===== src/rtl/cam_lookup_ctrl.sv =====
// cam_lookup_ctrl: lookup-or-insert controller in front of a CAM.
// Searches the CAM for an exact key. On a hit it returns the matched index.
// On a miss it allocates the lowest free entry, or a round-robin victim when
// the CAM is full, writes the key there and returns the new index. Entries
// can also be invalidated by index. Occupancy is tracked in a valid bitmap.
//
// Optional feature macro: CAM_LOOKUP_STAT_EN adds saturating 32-bit
// hit/miss/evict statistics counters (stat_hit, stat_miss, stat_evict).
//
// Ports:
//   clk, reset_          clock, async active-low reset
//   req_, req_key        active-low lookup request and its key
//   inv_, inv_idx        active-low invalidate of one entry (IDLE only)
//   busy                 request in flight (LOOKUP/INSERT/RESP)
//   resp_                one-cycle active-low response strobe
//   resp_hit/idx/evict   response payload, held until the next response
//   count, full          number of valid entries, count == DEPTH
//   cam_re_/rm/rd        CAM read (search) port
//   cam_match/raddr      CAM search result
//   cam_we_/wm/wd/waddr  CAM write port (wm bit 1 = bit not written)
module cam_lookup_ctrl #(
    parameter int unsigned KEY   = 15,
    parameter int unsigned DEPTH = 64,
    parameter int unsigned ADDR  = $clog2(DEPTH)
) (
    input  logic            clk,
    input  logic            reset_,
    input  logic            req_,
    input  logic [KEY-1:0]  req_key,
    input  logic            inv_,
    input  logic [ADDR-1:0] inv_idx,
    output logic            busy,
    output logic            resp_,
    output logic            resp_hit,
    output logic [ADDR-1:0] resp_idx,
    output logic            resp_evict,
    output logic [ADDR:0]   count,
    output logic            full,
`ifdef CAM_LOOKUP_STAT_EN
    output logic [31:0]     stat_hit,
    output logic [31:0]     stat_miss,
    output logic [31:0]     stat_evict,
`endif
    output logic            cam_re_,
    output logic [KEY:0]    cam_rm,
    output logic [KEY:0]    cam_rd,
    input  logic            cam_match,
    input  logic [ADDR-1:0] cam_raddr,
    output logic            cam_we_,
    output logic [KEY:0]    cam_wm,
    output logic [KEY:0]    cam_wd,
    output logic [ADDR-1:0] cam_waddr
);

    localparam logic [1:0] S_IDLE   = 2'd0;
    localparam logic [1:0] S_LOOKUP = 2'd1;
    localparam logic [1:0] S_INSERT = 2'd2;
    localparam logic [1:0] S_RESP   = 2'd3;

    localparam logic [ADDR:0]   DEPTH_CNT = (ADDR+1)'(DEPTH);
    localparam logic [ADDR-1:0] LAST_IDX  = ADDR'(DEPTH - 1);
    // Invalidate writes only the tag bit (to 0); key bits are left untouched.
    localparam logic [KEY:0]    TAG_ONLY_WM = {1'b0, {KEY{1'b1}}};

    logic [1:0]       r_state;
    logic [1:0]       w_next;
    logic [KEY-1:0]   r_key;
    logic [DEPTH-1:0] r_valid;
    logic [ADDR-1:0]  r_rr_ptr;
    logic [ADDR:0]    r_count;
    logic             r_resp_n;
    logic             r_resp_hit;
    logic [ADDR-1:0]  r_resp_idx;
    logic             r_resp_evict;

    logic             w_full;
    logic             w_accept;
    logic             w_inv;
    logic             w_hit;
    logic             w_insert;
    logic [ADDR-1:0]  w_free_idx;
    logic [ADDR-1:0]  w_victim;
    logic [ADDR-1:0]  w_rr_next;

    assign w_full    = (r_count == DEPTH_CNT);
    assign w_inv     = (r_state == S_IDLE) && !inv_;
    assign w_accept  = (r_state == S_IDLE) && inv_ && !req_;
    assign w_hit     = (r_state == S_LOOKUP) && cam_match;
    assign w_insert  = (r_state == S_INSERT);
    assign w_victim  = w_full ? r_rr_ptr : w_free_idx;
    assign w_rr_next = (r_rr_ptr == LAST_IDX) ? '0 : r_rr_ptr + ADDR'(1);

    // Lowest index whose valid bit is clear.
    always_comb begin
        w_free_idx = '0;
        for (int i = int'(DEPTH) - 1; i >= 0; i--) begin
            if (!r_valid[i]) begin
                w_free_idx = ADDR'(i);
            end
        end
    end

    // State register.
    always_ff @(posedge clk or negedge reset_) begin
        if (!reset_) begin
            r_state <= S_IDLE;
        end else begin
            r_state <= w_next;
        end
    end

    // Next-state logic.
    always_comb begin
        w_next = r_state;
        case (r_state)
            S_IDLE:   if (w_accept) w_next = S_LOOKUP;
            S_LOOKUP: w_next = cam_match ? S_RESP : S_INSERT;
            S_INSERT: w_next = S_RESP;
            S_RESP:   w_next = S_IDLE;
            default:  w_next = S_IDLE;
        endcase
    end

    // Key, valid bitmap, occupancy, round-robin pointer and response payload.
    always_ff @(posedge clk or negedge reset_) begin
        if (!reset_) begin
            r_key        <= '0;
            r_valid      <= '0;
            r_rr_ptr     <= '0;
            r_count      <= '0;
            r_resp_n     <= 1'b1;
            r_resp_hit   <= 1'b0;
            r_resp_idx   <= '0;
            r_resp_evict <= 1'b0;
        end else begin
            if (w_accept) begin
                r_key <= req_key;
            end
            // Re-invalidating an invalid entry must not touch the count.
            if (w_inv) begin
                r_valid[inv_idx] <= 1'b0;
                if (r_valid[inv_idx]) begin
                    r_count <= r_count - (ADDR+1)'(1);
                end
            end
            if (w_insert) begin
                r_valid[w_victim] <= 1'b1;
                if (w_full) begin
                    r_rr_ptr <= w_rr_next;
                end else begin
                    r_count <= r_count + (ADDR+1)'(1);
                end
            end
            r_resp_n <= (w_next != S_RESP);
            if (w_hit) begin
                r_resp_hit   <= 1'b1;
                r_resp_idx   <= cam_raddr;
                r_resp_evict <= 1'b0;
            end
            if (w_insert) begin
                r_resp_hit   <= 1'b0;
                r_resp_idx   <= w_victim;
                r_resp_evict <= w_full;
            end
        end
    end

`ifdef CAM_LOOKUP_STAT_EN
    logic [31:0] r_stat_hit;
    logic [31:0] r_stat_miss;
    logic [31:0] r_stat_evict;

    // Saturating outcome counters; updated on the edge entering RESP.
    always_ff @(posedge clk or negedge reset_) begin
        if (!reset_) begin
            r_stat_hit   <= '0;
            r_stat_miss  <= '0;
            r_stat_evict <= '0;
        end else begin
            if (w_hit && (r_stat_hit != '1)) begin
                r_stat_hit <= r_stat_hit + 32'd1;
            end
            if (w_insert && (r_stat_miss != '1)) begin
                r_stat_miss <= r_stat_miss + 32'd1;
            end
            if (w_insert && w_full && (r_stat_evict != '1)) begin
                r_stat_evict <= r_stat_evict + 32'd1;
            end
        end
    end

    assign stat_hit   = r_stat_hit;
    assign stat_miss  = r_stat_miss;
    assign stat_evict = r_stat_evict;
`endif

    // CAM port drive; write port is shared by invalidate (IDLE) and insert.
    always_comb begin
        cam_re_   = 1'b1;
        cam_we_   = 1'b1;
        cam_waddr = inv_idx;
        cam_wd    = '0;
        cam_wm    = TAG_ONLY_WM;
        case (r_state)
            S_IDLE:   if (!inv_) cam_we_ = 1'b0;
            S_LOOKUP: cam_re_ = 1'b0;
            S_INSERT: begin
                cam_we_   = 1'b0;
                cam_waddr = w_victim;
                cam_wd    = {1'b1, r_key};
                cam_wm    = '0;
            end
            default: ;
        endcase
    end

    assign cam_rd     = {1'b1, r_key};
    assign cam_rm     = '0;
    assign busy       = (r_state != S_IDLE);
    assign resp_      = r_resp_n;
    assign resp_hit   = r_resp_hit;
    assign resp_idx   = r_resp_idx;
    assign resp_evict = r_resp_evict;
    assign count      = r_count;
    assign full       = w_full;

endmodule


===== config.mk =====
export PLATFORM = sky130hd
export DESIGN_NAME = cam_lookup_ctrl
export DESIGN_NICKNAME = d
export VERILOG_FILES = /design/src/rtl/cam_lookup_ctrl.sv
export SDC_FILE = /design/constraint.sdc
export NUM_CORES = 1
export LEC_CHECK = 0
export CELL_PAD_IN_SITES_DETAIL_PLACEMENT = 1
export CELL_PAD_IN_SITES_GLOBAL_PLACEMENT = 1
export CORE_MARGIN = 2
export CORE_UTILIZATION = 44
export CTS_BUF_LIST = sky130_fd_sc_hd__clkbuf_4
export DETAILED_ROUTE_END_ITERATION = 16
export PLACE_DENSITY_LB_ADDON = 0.1
export SYNTH_ARGS = -nofsm -noshare
export SYNTH_HDL_FRONTEND = slang
export SYNTH_SLANG_ARGS = --single-unit

===== constraint.sdc =====
create_clock -name clk -period 5.8 [get_ports clk]
set_input_delay 0.87 -clock clk [delete_from_list [all_inputs] [get_ports clk]]
set_output_delay 0.87 -clock clk [all_outputs]
set_load 0.01 [all_outputs]

==> impl_results.md, run 1 <==
- PostCTS Resize Cnt: 0
- PnR Total Power: 0.00460 W
- Drt pass-1 iters: 5
- Post-synthesis cell count: 698
- I/O Buffers: 103
- Max Freq: 224 MHz
- Detailed Place HPWL: 17,000 µm
- Area Overhead vs Synth: 16.9%
- Library cells used by synthesis: 73
- Vias per cell: 6.38
- Number of global-route vias before repair: 6,134
- Crit end category: output pin
- Share of cells above drive strength 1: 0.0758
- WL/cell: 23.9 µm
- Final max-slew violation count: 0
- Initial antenna violation count: 0
- Fill cell count: 1,642
- Post-CTS Setup Bufs: 0
- Sequential area share after synthesis: 0.407
- Worst R2R Start: r_valid[63]
- Hold bufs inserted after CTS: 0
- Startpoint types: flip-flop
- Pleak: 3.03 nW
- Min Tclk post-route: 4.46 ns
- Pwr/cell area: 620 nW/µm²
- Grt ovf: 0
- Fin Setup TNS: 0 ns
- Clock Path Buffers: 2
- Worst vdd ir: 0.000298 V
- Outcome: complete, no violations
- Reg clk slew, reported paths: 0.16 ns
- Fraction of synthesis flops using an asynchronous set or reset pin: 1.00
- Routability cong.: 0.987
- Final Hold Viols: 0
- Hold WC Path Type: primary input to async pin
- Largest net degree at the start of global routing: 63
- RSZ-0062 raised after global routing: no
- Top Ports: 122
- Main synth FF type: dfrtp_1
- Number of DRC markers in iteration 0: 556
- Total clock sinks: 103
- Tcrit/Tclk final: 0.769
- Max Cap Violations: 0
- CTS tree: built
- Routed WL: 22,900 µm
- Slew HR: 0.212
- Global Route Usage Sum: 0.309
- Post-synth EDFFs: 0
- Hold slack: 0.318 ns
- Number of routed nets with antenna violations: 0
- N_diodes: 0
- Worst-path fanout max: 9
- Root buf cell: clkbuf_4
- CTS Buf Count: 9
- Final setup fails: 0
- Critical path required time: 4.93 ns
- Standard-cell rows: 43
- CP startpoint: r_valid[25]
- Detailed-route via count: 6,113
- Nets: 812
- Placeable Area: 14,000 µm²
- Register Area: 2580 µm²
- Die width: 124 µm
- Placed Cells: 943
- CTS H-tree lvls: 3
- Global-route wire length before repair: 35,500 µm
- Multi-input gate area: 3350 µm²
- Worst clock skew: 0.0160 ns
- CP arrival: 3.59 ns
- Syn. warnings: 0
- Syn_area_per_cell: 9.09 µm²
- Worst skew pair latency: 0.51 ns
- Die area: 15,400 µm²
- Die height: 124 µm
- Crit Path Category: flip-flop to output pin
- FF+latch count, synth: 103
- Non-Filler Instances: 958
- # DRC: 0
- Mapped Area: 6340 µm²
- Initial Util: 0.453
- Worst Tran Pin Value: 1.18 ns
==> metal layers <==
metal	track usage	up-vias	routed length (µm)
met5	0	-	0
met4	0.119	0	758
met3	0.0778	56	1760
met2	0.481	289	10700
met1	0.415	3083	9730
li1	-	2685	-
==> power by group <==
part	total [W]	switching (W)	internal [W]
registers	0.00135	0.000377	0.000977
clock network	0.000385	0.000241	0.000144
logic	0.00286	0.00165	0.00121
==> Yosys cell counts, types with 10 or more instances <==
cell	instances	area, µm²
dfrtp_1	102	2550
nand2_1	60	225
nand3_1	24	120
a21oi_1	18	90.1
inv_1	17	63.8
nand4_1	25	156
mux2_2	20	225
and3_1	11	68.8
clkbuf_1	10	37.5
nand2b_1	13	81.3
nor2_1	32	120
buf_4	35	263
mux2i_1	14	140
o21ai_0	151	756
and2_1	18	113
==> sequential cells by signal, summed over array words and instances (netlist names) <==
register,cells
count,7
r_key,15
resp_evict,1
r_rr_ptr,6
r_state,2
resp_idx,6
r_valid,64
resp_hit,1
resp_,1
==> cell families after synthesis <==
logic type | synth area share
adders and majority gates | 0.0118
other | 0.00118
buffers and inverters | 0.0744
and+or+nand+nor | 0.183
xor gates and xnor gates | 0.00966
AOI/OAI and AO/OA | 0.236
muxes | 0.0777
DFF | 0.407
==> final cells by class <==
type | instances | area share
clock inverter | 3 | 0.00607
inverter | 20 | 0.0101
multi-input combinational | 534 | 0.452
tap | 180 | 0.0304
timing repair buffer | 106 | 0.142
clock buffer | 12 | 0.0121
sequential | 103 | 0.348
==> path summary, 6_finish.rpt <==
| kind | to | slack, ns | cells past startpoint |
|---|---|---|---|
| max | cam_waddr[1] | 1.34 | 9 |
| min | r_valid[62] | 0.32 | 1 |
| max reg2reg | r_valid[16] | 2.53 | 8 |
| min reg2reg | resp_hit | 0.52 | 2 |
| max in group asynchronous | r_valid[26] | 4.25 | 2 |
| min in group clk | resp_hit | 0.52 | 2 |
==> critical path: stages, from the launching register on <==
cell and delay (ns):
dfrtp_1 0.52, nand4_1 0.13, a31o_2 0.25, a211oi_1 0.45, o311ai_0 0.35, and3_1 0.27
a2bb2oi_1 0.22, and2_1 0.24, nor2_1 0.11, clkdlybuf4s50_1 0.56
==> cells in the final DEF, fill, tap and decap left out, drive strengths merged, types with 5 or more instances in the layout <==
cell type	n
o21ai	151
dfrtp	102
clkdlybuf4s50	102
nand2	62
nor2	34
nand4	25
nand3	24
mux2	20
a21oi	18
and2	18
conb	18
inv	18
mux2i	14
nand2b	13
clkbuf	12
and3	11
a211oi	8
a21boi	7
nor3	6
ha	6
o221ai	6
nand3b	5
and4	5
or3	5
mux4	5
a31oi	5
o31ai	5
==> stage by stage <==
stage	util	worst slack (ns)	cell area (µm²)
final	0.530	1.34	7420
after global routing	0.530	1.16	7420
after CTS	0.530	1.28	7420
after detailed placement	0.521	1.63	7280
after global placement	0.521	1.73	7280
after floorplan	-	3.00	6400
(Power assumes the default switching activity.)
==> inputs of run 2 (changes only) <==
Settings changed: CORE_UTILIZATION 44 to 41.
Clock period 5.8 ns to 4.54 ns, I/O delays scaled along.
==> impl_results.md, run 2 (synthesis results as in run 1) <==
- Die height: 128 µm (was 124 µm)
- Total clock sinks: 103 (unchanged)
- Die width: 128 µm (was 124 µm)
- CP Cell Sequence: inv_1, ha_1, nand4b_1, clkinv_1, a2bb2oi_1, and2_1, nor2_1, clkdlybuf4s50_1 (was nand4_1, a31o_2, a211oi_1, o311ai_0, and3_1, a2bb2oi_1, and2_1, nor2_1, clkdlybuf4s50_1)
- Drt pass-1 iters: 7 (was 5)
- Max Cap Violations: 0 (unchanged)
- Final max-slew violation count: 0 (unchanged)
- Initial Util: 0.419 (was 0.453)
- Reg clk slew, reported paths: 0.17 ns (was 0.16 ns)
- CTS tree: built (unchanged)
- Grt ovf: 0 (unchanged)
- Nets: 822 (was 812)
- Detailed-route via count: 6,128 (was 6,113)
- Hold WC Path Type: primary input to async pin (unchanged)
- Tcrit/Tclk final: 0.921
- Vias per cell: 6.27 (was 6.38)
- Post-CTS Setup Bufs: 0 (unchanged)
- Crit Path Category: flip-flop to output pin (unchanged)
- Max stage delay on crit path: 0.51 ns (was 0.56 ns)
- I/O Buffers: 103 (unchanged)
- Largest Register: r_valid (unchanged)
- Top Ports: 122 (unchanged)
- Critical path required time: 3.86 ns (was 4.93 ns)
- Critical path's top delay family: buffers and inverters (was compound AO/OA/AOI/OAI gates)
- Routability cong.: 0.994 (was 0.987)
- Number of routed nets with antenna violations: 0 (unchanged)
- PostCTS Resize Cnt: 0 (unchanged)
- Final setup fails: 0 (unchanged)
- Max reg flops: 64 (unchanged)
- WP buf/inv: 3 (was 1)
- Die area: 16,500 µm² (was 15,400 µm²)
- Standard-cell rows: 45 (was 43)
- Area Overhead vs Synth: 18.1% (was 16.9%)
- PnR Total Power: 0.00589 W (was 0.00460 W)
- Worst-path fanout max: 11 (was 9)
- Slowest CP cell: a2bb2oi_1 (was clkdlybuf4s50_1)
- Share of cells above drive strength 1: 0.0875 (was 0.0758)
- Min Tclk post-route: 4.18 ns
- Largest net degree at the start of global routing: 77 (was 63)
- Worst skew pair latency: 0.52 ns (was 0.51 ns)
- Max Freq: 239 MHz
- # DRC: 0 (unchanged)
- Pre-CTS setup slack: 0.914 ns (was 1.63 ns)
- Worst Tran Pin Value: 1.00 ns (was 1.18 ns)
- CTS Buf Count: 9 (unchanged)
- Fill cell count: 1,786 (was 1,642)
- CP arrival: 3.50 ns (was 3.59 ns)
- Startpoint types: flip-flop (unchanged)
- Final worst slack: 0.360 ns (was 1.34 ns)
- Pwr/cell area: 786 nW/µm² (was 620 nW/µm²)
- Pleak: 3.08 nW (was 3.03 nW)
- Number of DRC markers in iteration 0: 506 (was 556)
- Clock Path Buffers: 2 (unchanged)
- Root buf cell: clkbuf_4 (unchanged)
- RSZ-0062 raised after global routing: no (unchanged)
- Most frequent cells in the layout: 151 x o21ai_0, 102 x dfrtp_1, 102 x clkdlybuf4s50_1, 60 x nand2_1, 32 x nor2_1 (unchanged)
- Global Route Usage Sum: 0.293 (was 0.309)
- Slew HR: 0.333 (was 0.212)
- N_diodes: 0 (unchanged)
- Commonest non-fill, non-tap cell in the layout: o21ai_0 (unchanged)
- Number of global-route vias before repair: 6,183 (was 6,134)
- Worst clock skew: 0.0230 ns (was 0.0160 ns)
- Global-route wire length before repair: 36,500 µm (was 35,500 µm)
- Initial antenna violation count: 0 (unchanged)
- Crit end category: output pin (unchanged)
- CTS H-tree lvls: 3 (unchanged)
- Final Hold Viols: 0 (unchanged)
- Outcome: complete, no violations (unchanged)
- Routed WL: 23,900 µm (was 22,900 µm)
- Placeable Area: 15,100 µm² (was 14,000 µm²)
- Worst vdd ir: 0.000365 V (was 0.000298 V)
- Fin Setup TNS: 0 ns (unchanged)
- Detailed Place HPWL: 17,300 µm (was 17,000 µm)
- Hold bufs inserted after CTS: 0 (unchanged)
- WL/cell: 24.4 µm (was 23.9 µm)
-- run 2: through the flow --
step                hold slack [ns]  std cells  area [µm²]   util
global placement              0.488        961        7370  0.486
global route                  0.357        977        7490  0.495
CTS                           0.340        977        7490  0.495
detailed placement            0.503        961        7370  0.486
finish                        0.283        977        7490  0.495
floorplan                     0.385        714        6400      -
-- run 2: report_power, final --
part	internal (W)	total, W	switching [W]
registers	0.00125	0.00170	0.000456
logic	0.00158	0.00371	0.00212
clock network	0.000120	0.000475	0.000355
-- run 2: layout make-up --
class / count / area (µm²) / area share
Inverter: 20 / 75.1 / 0.0100
Tap cell: 188 / 235 / 0.0314
Clock buffer: 9 / 67.6 / 0.00902
Timing Repair Buffer: 116 / 1130 / 0.150
Clock inverter: 7 / 56.3 / 0.00752
Sequential cell: 103 / 2580 / 0.344
Multi-Input combinational cell: 534 / 3350 / 0.448
-- run 2: final timing paths --
kind / from / depth (start not counted) / slack, ns / end
max reg2reg: count[0] / 10 / 1.33 / r_valid[44]
min: reset_ / 1 / 0.28 / r_valid[53]
max: count[0] / 8 / 0.36 / cam_waddr[1]
min reg2reg: resp_hit / 2 / 0.53 / resp_hit
max in group asynchronous: reset_ / 2 / 3.22 / r_valid[27]
min in group clk: resp_hit / 2 / 0.53 / resp_hit
-- run 2: layer usage --
layer | wire length (µm) | global-route usage
met2 | 11200 | 0.466
met5 | 28 | 0.0147
met3 | 1660 | 0.0711
met4 | 759 | 0.105
met1 | 10200 | 0.391
==> inputs of run 3 (changes only) <==
Settings changed: CTS_CLUSTER_DIAMETER from default to 40.
==> results of run 3 <==
Final layout, timing and power as in run 2 (identical DEF).
==> RTL edit 1 (flow settings as in run 2) <==
Add a define of `CAM_LOOKUP_STAT_EN`.
--- a/src/rtl/cam_lookup_ctrl.sv
+++ b/src/rtl/cam_lookup_ctrl.sv
@@ -19,4 +19,6 @@
 //   cam_match/raddr      CAM search result
 //   cam_we_/wm/wd/waddr  CAM write port (wm bit 1 = bit not written)
+`define CAM_LOOKUP_STAT_EN
+
 module cam_lookup_ctrl #(
     parameter int unsigned KEY   = 15,
Behaviour (old outputs only; new: stat_evict, stat_hit and stat_miss): same outputs for any inputs over 10 cycles, from zero or initial values and one cycle with reset_ low; that may be too few to reach the edited logic, so the function may still have changed.
==> RTL edit 1 against run 2 <==
First-iteration DRC count up 8.3%; final area up 73%; sequential cell count up 96; total power up 36%; setup slack worse by 91 ps; wire length up 45%; register-to-register slack better by 30 ps; synthesized area up 65%; critical path type unchanged; largest power group unchanged.
==> RTL edit 1: results (changes against run 2) <==
status=finished clean; final net count=1309 (+59%); DP HPWL=25.05 mm (+45%); initial antenna violation count=2 (+2); met1 GRT Util=35.87% (-3.2 points); H-tree levels=4 (+1); met3 Resource Use GR=4.823% (-2.3 points); DR WL met3=1.688 mm (+2.0%); GR Util met2=42.28% (-4.3 points); Port Buf Inserts=199 (+93%); leakage dissipation=5.413 nW (+76%); Power Clock=0.00100 W (+110%); Worst-path clk slew=200 ps (+30 ps); Mapped Cells=1089 (+56%); placed inst area=12640 um2 (+72%); Pre-antenna DRT Iters=5 (-2); Yosys warning total=0 (unchanged); Post-synth top cells=dfrtp_1 (198), o21ai_0 (148), nand2_1 (117); cts bufs inserted=17 (+8); Place WS=835.3 ps (-78.50 ps); met2 WL post-DR=16.73 mm (+49%); 1st-iter DRT viols=548 (+8.3%); Routed met1 length=15.41 mm (+51%); Vias=9069 (+48%); largest net degree at the start of global routing=105 (+36%); vias in the first global route=9209 (+49%); DR WL/cell=21.49 um (-12%); layout cell share with drive strength beyond 1=6.959% (-1.8 points); synth unique cells=80 (+9.6%); Slew HR=40.69% (+7.3 points); Logic pwr share=54.2% (-8.8 points); first-pass GRT wire length=53.99 mm (+48%); arrival time at the worst endpoint=3590 ps (+90 ps); Placed Cells=1578 (+64%); Logic power comb=0.00435 W (+17%); clock latency on the worst-skew pair=600 ps (+80 ps); VDD IR-drop max=0.4742 mV (+30%); Detailed Route WL=34.60 mm (+45%); Hold WC Path Type=in2async; Area contributors post-synth=dfrtp_1 (47%), o21ai_0 (7.1%), xnor2_1 (6.4%), nand2_1 (4.2%), nand3_1 (2.8%); top sig layer=met5; clk_skew=37.78 ps (+14.82 ps); Placer Congestion=0.9344 (-5.9%); GRT Total Usage=26.16% (-3.2 points); switching share of power=48.80% (-1.1 points); root buffer cell=clkbuf_4; largest fanout on the critical path=16 (+5); Seq/Total Area, Yosys=47.53% (+6.9 points)
-- RTL edit 1: changes by cell type in the layout (fill, tap and decap cells not counted), sizes merged, moves of 13 or more --
cell,change
nand3,+36
inv,+17
dfrtp,+96
xnor2,+73
and3,+14
clkdlybuf4s50,+96
xor2,+20
nand2,+55
nor2,+21
nand4,+13
-- RTL edit 1: critical path: stages (launching register included) --
cell and delay (ps):
dfrtp_1 510, inv_1 80, ha_1 240, and4b_1 410
nand4b_1 260, a21oi_1 240, o211ai_1 170, and3_1 310
a21oi_1 200, clkdlybuf4s50_1 580
-- RTL edit 1: logic make-up (layout without fill, tap and decap cells) --
group                    Yosys count  after routing  synth area share (%)
flip-flops                       199            199                 47.53
buffers and inverters             99            273                 4.943
XOR/XNOR                         100            100                 8.358
adder cells (fa/ha/maj)           10             10                 1.194
multiplexers                      38             38                 4.406
AND/OR/NAND/NOR                  396            396                 19.84
other                              2             19               0.07167
AO/OA/AOI/OAI                    245            245                 13.65
-- RTL edit 1: area by class of cell --
type | count | area (um2)
fillers | 2893 | 12180
clock inverters | 14 | 162.7
multi-input cells | 807 | 5040
well taps | 330 | 412.9
inverters | 33 | 123.9
diodes | 1 | 2.502
repair buffers | 209 | 2083
flip-flops and latches | 199 | 4981
clock buffers | 17 | 127.6
-- RTL edit 1: path summary, 6_finish.rpt --
kind,endpoint,slack [ps],cells after the start,startpoint
setup / recovery,cam_waddr[0],270,9,count[0]
hold / removal,r_valid[52],110,1,reset_
setup reg to reg,r_valid[17],1360,8,count[2]
hold reg to reg,stat_hit[26],510,1,stat_hit[26]
max in group asynchronous,stat_hit[3],3390,2,reset_
min in group clk,stat_hit[26],510,1,stat_hit[26]
==> RTL edit 2 (flow settings as in run 2) <==
Made on the original files. Put one more register stage on the output `count`, with the module's reset. The value now appears one clock later. The other outputs are not delayed to match.
--- a/src/rtl/cam_lookup_ctrl.sv
+++ b/src/rtl/cam_lookup_ctrl.sv
@@ -222,5 +222,11 @@
     assign resp_idx   = r_resp_idx;
     assign resp_evict = r_resp_evict;
-    assign count      = r_count;
+    always_ff @(posedge clk or negedge reset_) begin
+        if (!reset_) begin
+            count <= '0;
+        end else begin
+            count <= r_count;
+        end
+    end
     assign full       = w_full;
 
Check against the original RTL: not equivalent (Yosys sat finds a counterexample within 4 cycles, from zero or initial values and one cycle with reset_ low).
==> RTL edit 2 against run 2 <==
Clock skew increased by 2.6 ps; setup slack improved by 3.3 ps; final area increased by 2.0%; sequential power increased by 4%; synthesized area increased by 2.8%; wire length increased by 0.39%; highest routed layer is now met4; sequential cell count increased by 7; core utilization decreased by 0.83 points; total power increased by 7.0%.
==> RTL edit 2: results (changes against run 2) <==
fillers=1890 (+5.8%); synth unique cells=74 (+1.4%); initial antenna violation count=1 (+1); Post-synth top cells=o21ai_0 (142), dfrtp_1 (109), nand2_1 (71); Vias=6244 (+1.9%); Placed Cells=1013 (+5.4%); 1st-iter DRT viols=426 (-16%); GRT Total Usage=29.15% (-0.19 points); DR WL/cell=23.27 um (-4.7%); met2 WL post-DR=11.02 mm (-1.6%); CP peak stage delay=490 ps (-20 ps); Slew HR=37.21% (+3.9 points); largest net degree at the start of global routing=75 (-2.6%); Seq/Total Area, Yosys=42.24% (+1.6 points); detail-routed via count per cell=6.068 (-3.3%); Max Buffers Root-to-Sink=2 (unchanged); Placer Congestion=1.023 (+3.0%); layout cell share with drive strength beyond 1=7.882% (-0.86 points); clock latency on the worst-skew pair=520 ps (about the same); top sig layer=met4; clk_skew=25.53 ps (+2.572 ps); leakage dissipation=3.164 nW (+2.8%); DP HPWL=17.33 mm (+0.24%); slowest CP cell=clkdlybuf4s50_1; status=finished clean; Area contributors post-synth=dfrtp_1 (42%), o21ai_0 (11%), buf_4 (4.4%), nand2_1 (4.1%), mux2_2 (3.6%); Crit path max-delay family=simple AND/OR/NAND/NOR gates; Pre-antenna DRT Iters=5 (-2); final net count=846 (+2.9%); first-pass GRT wire length=37.28 mm (+2.2%); DR WL met3=2.166 mm (+31%)
## RTL edit 2: cell types whose count changed after synthesis, sizes merged, moves of 5 or more
cell | before | now
nand2b | 13 | 8
nand4 | 25 | 20
nand2 | 62 | 72
inv | 18 | 25
a21oi | 18 | 25
or3 | 5 | 10
nor2b | 2 | 7
nor4 | 2 | 7
nand3 | 24 | 33
dfrtp | 102 | 109
a21boi | 7 | 2
## RTL edit 2: layer usage
metal  up-vias  global-route usage [%]
li1       2758                       -
met1      3131                   36.88
met2       293                   46.78
met3        62                   8.938
met4         0                   11.64
met5         -                       0
## RTL edit 2: path summary, 6_finish.rpt
check / start / to / slack, ps / cells after the start
max in group asynchronous: reset_ / r_valid[24] / 3250 / 2
min: reset_ / r_key[3] / 260 / 1
max reg2reg: r_count[0] / r_valid[7] / 1260 / 12
min in group clk: r_count[0] / count[0] / 490 / 0
min reg2reg: r_count[0] / count[0] / 490 / 0
max: r_count[0] / cam_waddr[2] / 360 / 11
## RTL edit 2: logic make-up (layout without fill, tap and decap cells)
group | Yosys count | in the layout | synth area share, %
AOI/OAI and AO/OA | 247 | 247 | 22.72
and+or+nand+nor | 237 | 237 | 18.63
DFF | 110 | 110 | 42.24
buffers and inverters | 87 | 150 | 7.733
muxes | 37 | 37 | 6.467
xor gates and xnor gates | 7 | 7 | 0.9403
adders and majority gates | 6 | 6 | 1.151
other | 2 | 19 | 0.1152
## RTL edit 2: stage by stage
stage | power, W | setup slack (ps) | area, um2 | hold slack [ps]
after floorplan | 0.003981 | 1606 | 6580 | 385.4
after global placement | 0.005658 | 883.3 | 7518 | 438.6
after detailed placement | 0.005733 | 793.0 | 7518 | 456.2
after CTS | 0.006258 | 322.8 | 7640 | 295.3
after global routing | 0.006666 | 137.9 | 7642 | 319.1
final | 0.006296 | 363.6 | 7642 | 262.3
## RTL edit 2: report_power, final
part	internal, W	leakage [nW]	switching, W
Combinational	0.00151	1.96	0.00253
Clock	0.000122	0.0706	0.000371
Sequential	0.00132	1.14	0.000443
Total	0.00295	3.16	0.00334
## RTL edit 2: final cells by class
class / instances / area, um2 / area share [%]
multi-input combinational: 552 / 3322 / 43.47
sequential: 110 / 2754 / 36.03
timing repair buffer: 109 / 1074 / 14.05
tap: 216 / 270.3 / 3.536
inverter: 26 / 98.84 / 1.293
clock buffer: 9 / 67.56 / 0.8841
clock inverter: 6 / 53.80 / 0.7040
antenna: 1 / 2.502 / 0.03274
## RTL edit 2: worst register-to-register path, stage by stage (launching register included)
cell and delay (ps):
dfrtp_1 460, inv_1 110, ha_1 160, or3b_1 410, nor3_2 190, nand2_2 150
clkinv_2 220, nor3_1 90, a21oi_1 160, o41ai_2 140, nor2b_1 600, nand2_1 260
o21ai_0 250
